==> src/rtl/mod_ram_arb_pkg.sv <==
// Shared types and constants for the two-master block-RAM data-port arbiter.
// Holds the FSM state encoding, the one-hot grant codes and the default parameters.
package mod_ram_arb_pkg;

    typedef enum logic [1:0] {
        ST_IDLE   = 2'd0,
        ST_ACCESS = 2'd1,
        ST_DONE   = 2'd2
    } state_t;

    localparam logic [1:0] GNT_NONE = 2'b00;
    localparam logic [1:0] GNT_M0   = 2'b01;
    localparam logic [1:0] GNT_M1   = 2'b10;

    localparam int DEF_ADDR_BITS = 11;
    localparam int DEF_RAM_LAT   = 1;

    // Wide enough for RAM_LAT-1 with RAM_LAT up to 4.
    localparam int CNT_W = 2;

    function automatic logic addr_out_of_range(input logic [31:0] addr, input int abits);
        return (addr >> (abits + 2)) != 32'd0;
    endfunction

endpackage

==> src/rtl/mod_ram_arb_rr.sv <==
// Combinational two-way round-robin picker with an m1 priority hold.
// Produces a one-hot pick, or GNT_NONE when nobody requests.
module mod_ram_arb_rr
    import mod_ram_arb_pkg::*;
(
    input  logic       req0,
    input  logic       req1,
    input  logic [1:0] last_grant,
    input  logic       lock,
    output logic [1:0] pick
);

    always_comb begin
        pick = GNT_NONE;
        if (lock && req1) begin
            pick = GNT_M1;
        end else if (req0 && !req1) begin
            pick = GNT_M0;
        end else if (req1 && !req0) begin
            pick = GNT_M1;
        end else if (req0 && req1) begin
            pick = (last_grant == GNT_M0) ? GNT_M1 : GNT_M0;
        end
    end

endmodule

==> src/rtl/mod_ram_arbiter.sv <==
// Shares the block-RAM data port between two req/ack bus masters.
// Round-robin with optional m1 lock; out-of-range addresses never strobe the RAM.
module mod_ram_arbiter
    import mod_ram_arb_pkg::*;
#(
    parameter int ADDR_BITS = DEF_ADDR_BITS,
    parameter int RAM_LAT   = DEF_RAM_LAT
) (
    input  logic        clk,
    input  logic        rst,
    input  logic        m0_req,
    input  logic        m0_we,
    input  logic [31:0] m0_addr,
    input  logic [31:0] m0_wdata,
    output logic        m0_ack,
    output logic        m0_err,
    output logic [31:0] m0_rdata,
    input  logic        m1_req,
    input  logic        m1_we,
    input  logic [31:0] m1_addr,
    input  logic [31:0] m1_wdata,
    output logic        m1_ack,
    output logic        m1_err,
    output logic [31:0] m1_rdata,
    input  logic        m1_lock,
    output logic        ram_de,
    output logic        ram_drw,
    output logic [31:0] ram_addr,
    output logic [31:0] ram_din,
    input  logic [31:0] ram_dout,
    output logic [1:0]  grant,
    output logic        busy
);

    state_t             r_state;
    logic [CNT_W-1:0]   r_cnt;
    logic               r_we;
    logic [31:0]        r_addr;
    logic [31:0]        r_wdata;
    logic [1:0]         r_grant;
    logic [1:0]         r_last_grant;
    logic               r_lock;
    logic               r_err;
    logic               r_ram_de;
    logic               r_ram_drw;
    logic               r_m0_ack;
    logic               r_m1_ack;
    logic               r_m0_err;
    logic               r_m1_err;
    logic [31:0]        r_m0_rdata;
    logic [31:0]        r_m1_rdata;

    logic [1:0]         w_pick;
    logic               w_sel_we;
    logic [31:0]        w_sel_addr;
    logic [31:0]        w_sel_wdata;
    logic               w_sel_oor;

    mod_ram_arb_rr u_rr (
        .req0       (m0_req),
        .req1       (m1_req),
        .last_grant (r_last_grant),
        .lock       (r_lock),
        .pick       (w_pick)
    );

    assign w_sel_we    = (w_pick == GNT_M1) ? m1_we    : m0_we;
    assign w_sel_addr  = (w_pick == GNT_M1) ? m1_addr  : m0_addr;
    assign w_sel_wdata = (w_pick == GNT_M1) ? m1_wdata : m0_wdata;
    assign w_sel_oor   = addr_out_of_range(w_sel_addr, ADDR_BITS);

    always_ff @(posedge clk) begin
        if (!rst) begin
            r_state      <= ST_IDLE;
            r_cnt        <= '0;
            r_we         <= 1'b0;
            r_addr       <= '0;
            r_wdata      <= '0;
            r_grant      <= GNT_NONE;
            r_last_grant <= GNT_M1;
            r_lock       <= 1'b0;
            r_err        <= 1'b0;
            r_ram_de     <= 1'b0;
            r_ram_drw    <= 1'b0;
            r_m0_ack     <= 1'b0;
            r_m1_ack     <= 1'b0;
            r_m0_err     <= 1'b0;
            r_m1_err     <= 1'b0;
            r_m0_rdata   <= '0;
            r_m1_rdata   <= '0;
        end else begin
            r_m0_ack <= 1'b0;
            r_m1_ack <= 1'b0;
            r_m0_err <= 1'b0;
            r_m1_err <= 1'b0;
            case (r_state)
                ST_IDLE: begin
                    if (w_pick != GNT_NONE) begin
                        r_grant      <= w_pick;
                        r_last_grant <= w_pick;
                        r_we         <= w_sel_we;
                        r_addr       <= w_sel_addr & 32'hFFFF_FFFC;
                        r_wdata      <= w_sel_wdata;
                        r_err        <= w_sel_oor;
                        if (w_sel_oor) begin
                            // Rejected request skips ACCESS; ack and err land together in DONE.
                            r_state  <= ST_DONE;
                            r_m0_ack <= (w_pick == GNT_M0);
                            r_m1_ack <= (w_pick == GNT_M1);
                            r_m0_err <= (w_pick == GNT_M0);
                            r_m1_err <= (w_pick == GNT_M1);
                        end else begin
                            r_state   <= ST_ACCESS;
                            r_cnt     <= CNT_W'(RAM_LAT - 1);
                            r_ram_de  <= 1'b1;
                            r_ram_drw <= w_sel_we;
                        end
                    end
                end
                ST_ACCESS: begin
                    if (r_cnt == '0) begin
                        r_state   <= ST_DONE;
                        r_ram_de  <= 1'b0;
                        r_ram_drw <= 1'b0;
                        r_m0_ack  <= (r_grant == GNT_M0);
                        r_m1_ack  <= (r_grant == GNT_M1);
                        if (!r_we && r_grant == GNT_M0) begin
                            r_m0_rdata <= ram_dout;
                        end
                        if (!r_we && r_grant == GNT_M1) begin
                            r_m1_rdata <= ram_dout;
                        end
                    end else begin
                        r_cnt <= r_cnt - CNT_W'(1);
                    end
                end
                ST_DONE: begin
                    r_state <= ST_IDLE;
                    r_grant <= GNT_NONE;
                    r_err   <= 1'b0;
                    r_lock  <= m1_lock && (r_grant == GNT_M1);
                end
                default: begin
                    r_state <= ST_IDLE;
                end
            endcase
        end
    end

    assign m0_ack   = r_m0_ack;
    assign m1_ack   = r_m1_ack;
    assign m0_err   = r_m0_err;
    assign m1_err   = r_m1_err;
    assign m0_rdata = r_m0_rdata;
    assign m1_rdata = r_m1_rdata;
    assign ram_de   = r_ram_de;
    assign ram_drw  = r_ram_drw;
    assign ram_addr = r_addr;
    assign ram_din  = r_wdata;
    assign grant    = r_grant;
    assign busy     = (r_state != ST_IDLE);

endmodule

==> config.mk <==
export PLATFORM = sky130hd
export DESIGN_NAME = mod_ram_arbiter
export DESIGN_NICKNAME = d
export VERILOG_FILES = /design/src/rtl/mod_ram_arb_pkg.sv /design/src/rtl/mod_ram_arb_rr.sv /design/src/rtl/mod_ram_arbiter.sv
export SDC_FILE = /design/constraint.sdc
export NUM_CORES = 1
export LEC_CHECK = 0
export CAP_MARGIN = 15
export CORE_ASPECT_RATIO = 1.2
export CORE_UTILIZATION = 35
export CTS_BUF_LIST = sky130_fd_sc_hd__clkbuf_4 sky130_fd_sc_hd__clkbuf_8
export CTS_CLUSTER_DIAMETER = 80
export CTS_CLUSTER_SIZE = 24
export DETAILED_ROUTE_END_ITERATION = 8
export PLACE_DENSITY = 0.73
export SLEW_MARGIN = 20
export SYNTH_ARGS = -nofsm -noshare
export SYNTH_HDL_FRONTEND = slang
export SYNTH_HIERARCHICAL = 1
export SYNTH_SLANG_ARGS = --single-unit
==> constraint.sdc <==
create_clock -name clk -period 4.1 [get_ports clk]
set_input_delay 0.615 -clock clk [delete_from_list [all_inputs] [get_ports clk]]
set_output_delay 0.615 -clock clk [all_outputs]
set_load 0.005 [all_outputs]
==> impl_metrics.json <==
{
  "status": "complete, no violations",
  "yosysTopAreaCellShare_pct": 50.4,
  "power.share.clock_pct": 35.4,
  "rrSetupSlack_ns": 1.63,
  "arrival_ns": 2.96,
  "cts_tree": "done",
  "p_leak_nw": 3.20,
  "antenna_found_initial": 0,
  "finalPower_mw": 3.66,
  "hp-class": "flip-flop to flip-flop",
  "cts_buffers": 17,
  "final_nets": 1136,
  "via_count": 5937,
  "grt_pass1_wl_um": 28900,
  "setup_viol": 0,
  "yosysTopAreaCell": "dfxtp_1",
  "io_pins": 304,
  "slew_viol_final": 0,
  "synth-seq-cells": 142,
  "cts_resized": 0,
  "cts_sinks": 142,
  "pwr-share-comb_pct": 22.2,
  "worstMarginPinSlew_ns": 0.935,
  "via_per_inst": 5.00,
  "drv_cap": 0,
  "die_x_um": 118,
  "synth.avg_cell_area_um2": 8.08,
  "die_y_um": 141,
  "post-route-min-period_ns": 2.57,
  "synthTopCellsByArea": "dfxtp_1, nand2_1, a21oi_1, o221ai_1, a311oi_1",
  "clock_path_buffers": 2,
  "netlist_area_um2": 5640,
  "critPathSlowestCell": "clkdlybuf4s50_1",
  "drt-total-wl_um": 18400,
  "rows": 50,
  "first_global_vias": 5656,
  "cts.clk_slew.worst_paths_ns": 0.07,
  "num-fill-cells": 1455,
  "rsz0062_at_grt": "no",
  "crit_chain": "clkdlybuf4s50_1 > nand2b_1 > o22ai_1 > buf_4 > nand2b_4 > nand4_1 > a222oi_1 > buf_4 > o211a_1 > and2_1",
  "ys_seq_area_share_pct": 50.4,
  "drc_errors": 0,
  "cpMostUsedCell": "buf_4",
  "cp_slowest_stage_delay_ns": 0.47,
  "avgRoutedWirePerCell_um": 15.5,
  "drtIter0Drc": 296,
  "pwr-share-seq_pct": 42.4,
  "power.density_nw_per_um2": 396,
  "cp_max_fo": 30,
  "h-tree-depth": 4,
  "gr-total-overflow": 0,
  "clkLatencyLatePin_ns": 0.44,
  "drtAntennaViolNets": 0,
  "whs_ns": 0.450,
  "synth_cell_types": 37,
  "cts_setup_buffers": 0,
  "drive_gt1_share_pct": 5.41,
  "crit_required_ns": 4.49,
  "start_util_pct": 35.9,
  "hold_buffers": 0,
  "dr.pass1.iters": 4,
  "fmax_mhz": 389,
  "placement.io_buffers": 297,
  "worstSetupEndpointType": "flip-flop",
  "grt_max_degree": 92,
  "fin_crit_sh_pct": 62.7,
  "dieArea_um2": 16600,
  "fin_tns_setup_ns": 0,
  "netlist_instances": 698,
  "sw_frac_of_total_pct": 26.1,
  "areaGrowthSynthToFinish_pct": 63.7,
  "diodes": 0,
  "timing.slew.headroom_pct": 37.6,
  "ys_warn_count": 6,
  "p_sw_mw": 0.956,
  "clock_skew_ns": 0.0104,
  "power.internal_mw": 2.70,
  "ir_drop_mv": 0.198,
  "grt_usage_pct": 22.2,
  "dp.final_hpwl_um": 12900,
  "crit_path_start_kind": "primary input",
  "gp_congestion": 0.815,
  "root_buffer": "clkbuf_8",
  "core-area_um2": 15700,
  "hold_violations": 0,
  "critical_path_class": "primary input to flip-flop"
}
==> final timing paths <==
kind	from	endpoint	cells after the start
worst max-delay path	m0_req	r_state[0]	10
worst max register to register	r_state[0]	m0_rdata[24]	6
worst min-delay path	ram_din[13]	ram_din[13]	2
worst min register to register	ram_din[13]	ram_din[13]	2
==> cell type report <==
| cell class | instances | area (um^2) | share of cell area [%] |
|---|---|---|---|
| clock buffer | 21 | 277 | 3.00 |
| tap | 208 | 260 | 2.82 |
| timing repair buffer | 309 | 3100 | 33.6 |
| inverter | 6 | 23.8 | 0.258 |
| sequential | 142 | 2840 | 30.8 |
| clock inverter | 10 | 185 | 2.01 |
| multi-input combinational | 492 | 2540 | 27.5 |
==> per-stage QoR <==
step / worst slack [ns] / util [%] / instance area [um^2] / cells
3_3_place_gp: 1.05 / 55.8 / 8770 / 1157
4_1_cts: 1.51 / 58.8 / 9230 / 1188
5_1_grt: 1.36 / 58.8 / 9230 / 1188
6_report: 1.53 / 58.8 / 9230 / 1188
3_5_place_dp: 1.09 / 55.8 / 8770 / 1157
2_1_floorplan: 1.68 / - / 5640 / 699
==> synth_stat cells <==
library cell / n
clkbuf_1: 53
buf_4: 4
o221ai_1: 37
and2_1: 2
inv_1: 5
nor2b_1: 3
o21ai_1: 1
ha_1: 1
o21a_1: 1
nand4b_1: 2
or2_2: 2
nand3_1: 6
o22ai_1: 1
nand2b_1: 3
nand4_1: 2
nor2_1: 37
a222oi_1: 1
nor4_1: 7
mux2i_1: 1
a211oi_1: 1
a21boi_0: 23
dfxtp_1: 142
nand2b_4: 1
o21ai_0: 5
nor3_1: 5
a21o_1: 2
a31oi_1: 1
inv_2: 1
o211a_1: 1
a31o_1: 1
a21oi_1: 87
nand2_1: 224
nor2b_4: 2
a311oi_1: 25
or3_1: 5
buf_6: 2
conb_1: 1
==> flip-flops by register name, indices dropped and copies added (netlist names) <==
signal        count
m0_err            1
m1_ack            1
ram_drw           1
r_lock            1
m1_rdata         32
r_cnt             2
m1_err            1
ram_de            1
r_we              1
ram_addr         30
grant             2
m0_ack            1
r_state           2
m0_rdata         32
r_last_grant      2
ram_din          32
==> cell families (layout without fill, tap and decap cells) <==
group	Yosys count	after routing	share of synthesized area, %
and+or+nand+nor	301	301	22.1
AOI/OAI and AO/OA	187	187	22.2
DFF	142	142	50.4
buffers and inverters	65	346	4.86
adders and majority gates	1	1	0.222
other	1	2	0.0665
muxes	1	1	0.178
==> layer usage <==
| metal | GRT usage, % | vias to the layer above | part of all wire, % | wire length, um |
|---|---|---|---|---|
| met5 | 0 | - | 0 | 0 |
| met4 | 10.4 | 0 | 2.9 | 542 |
| met3 | 6.96 | 40 | 7.6 | 1400 |
| met2 | 38.2 | 246 | 49 | 8990 |
| met1 | 24.8 | 2693 | 41 | 7460 |
| li1 | - | 2958 | - | - |
==> cell usage in the layout, fill, tap and decap left out, types with 5 or more instances in the layout <==
cell type        instances
a21boi_0                23
buf_4                    9
inv_1                    5
nor4_1                   7
dfxtp_1                142
nor3_1                   5
nand3_1                  6
nand2_1                224
o221ai_1                37
or3_1                    5
a21oi_1                 87
clkbuf_8                19
nor2_1                  34
clkdlybuf4s50_1        297
a311oi_1                25
bufinv_16                5
o21ai_0                  5
==> power groups by stage <==
stage / Clock [mW] / Sequential (mW) / Combinational [mW]
2_1_floorplan: 0 / 1.58 / 0.326
3_5_place_dp: 0 / 1.58 / 0.818
4_1_cts: 1.33 / 1.55 / 0.820
5_1_grt: 1.40 / 1.57 / 0.882
6_report: 1.29 / 1.55 / 0.813
3_3_place_gp: 0 / 1.58 / 0.817
==> critical path: cells and delay by family <==
kind	cells	cell delay [ns]
buf+inv	3	0.88
simple gates	4	0.73
compound gates	3	0.71
Note: power is estimated with default switching activity, not from simulation.
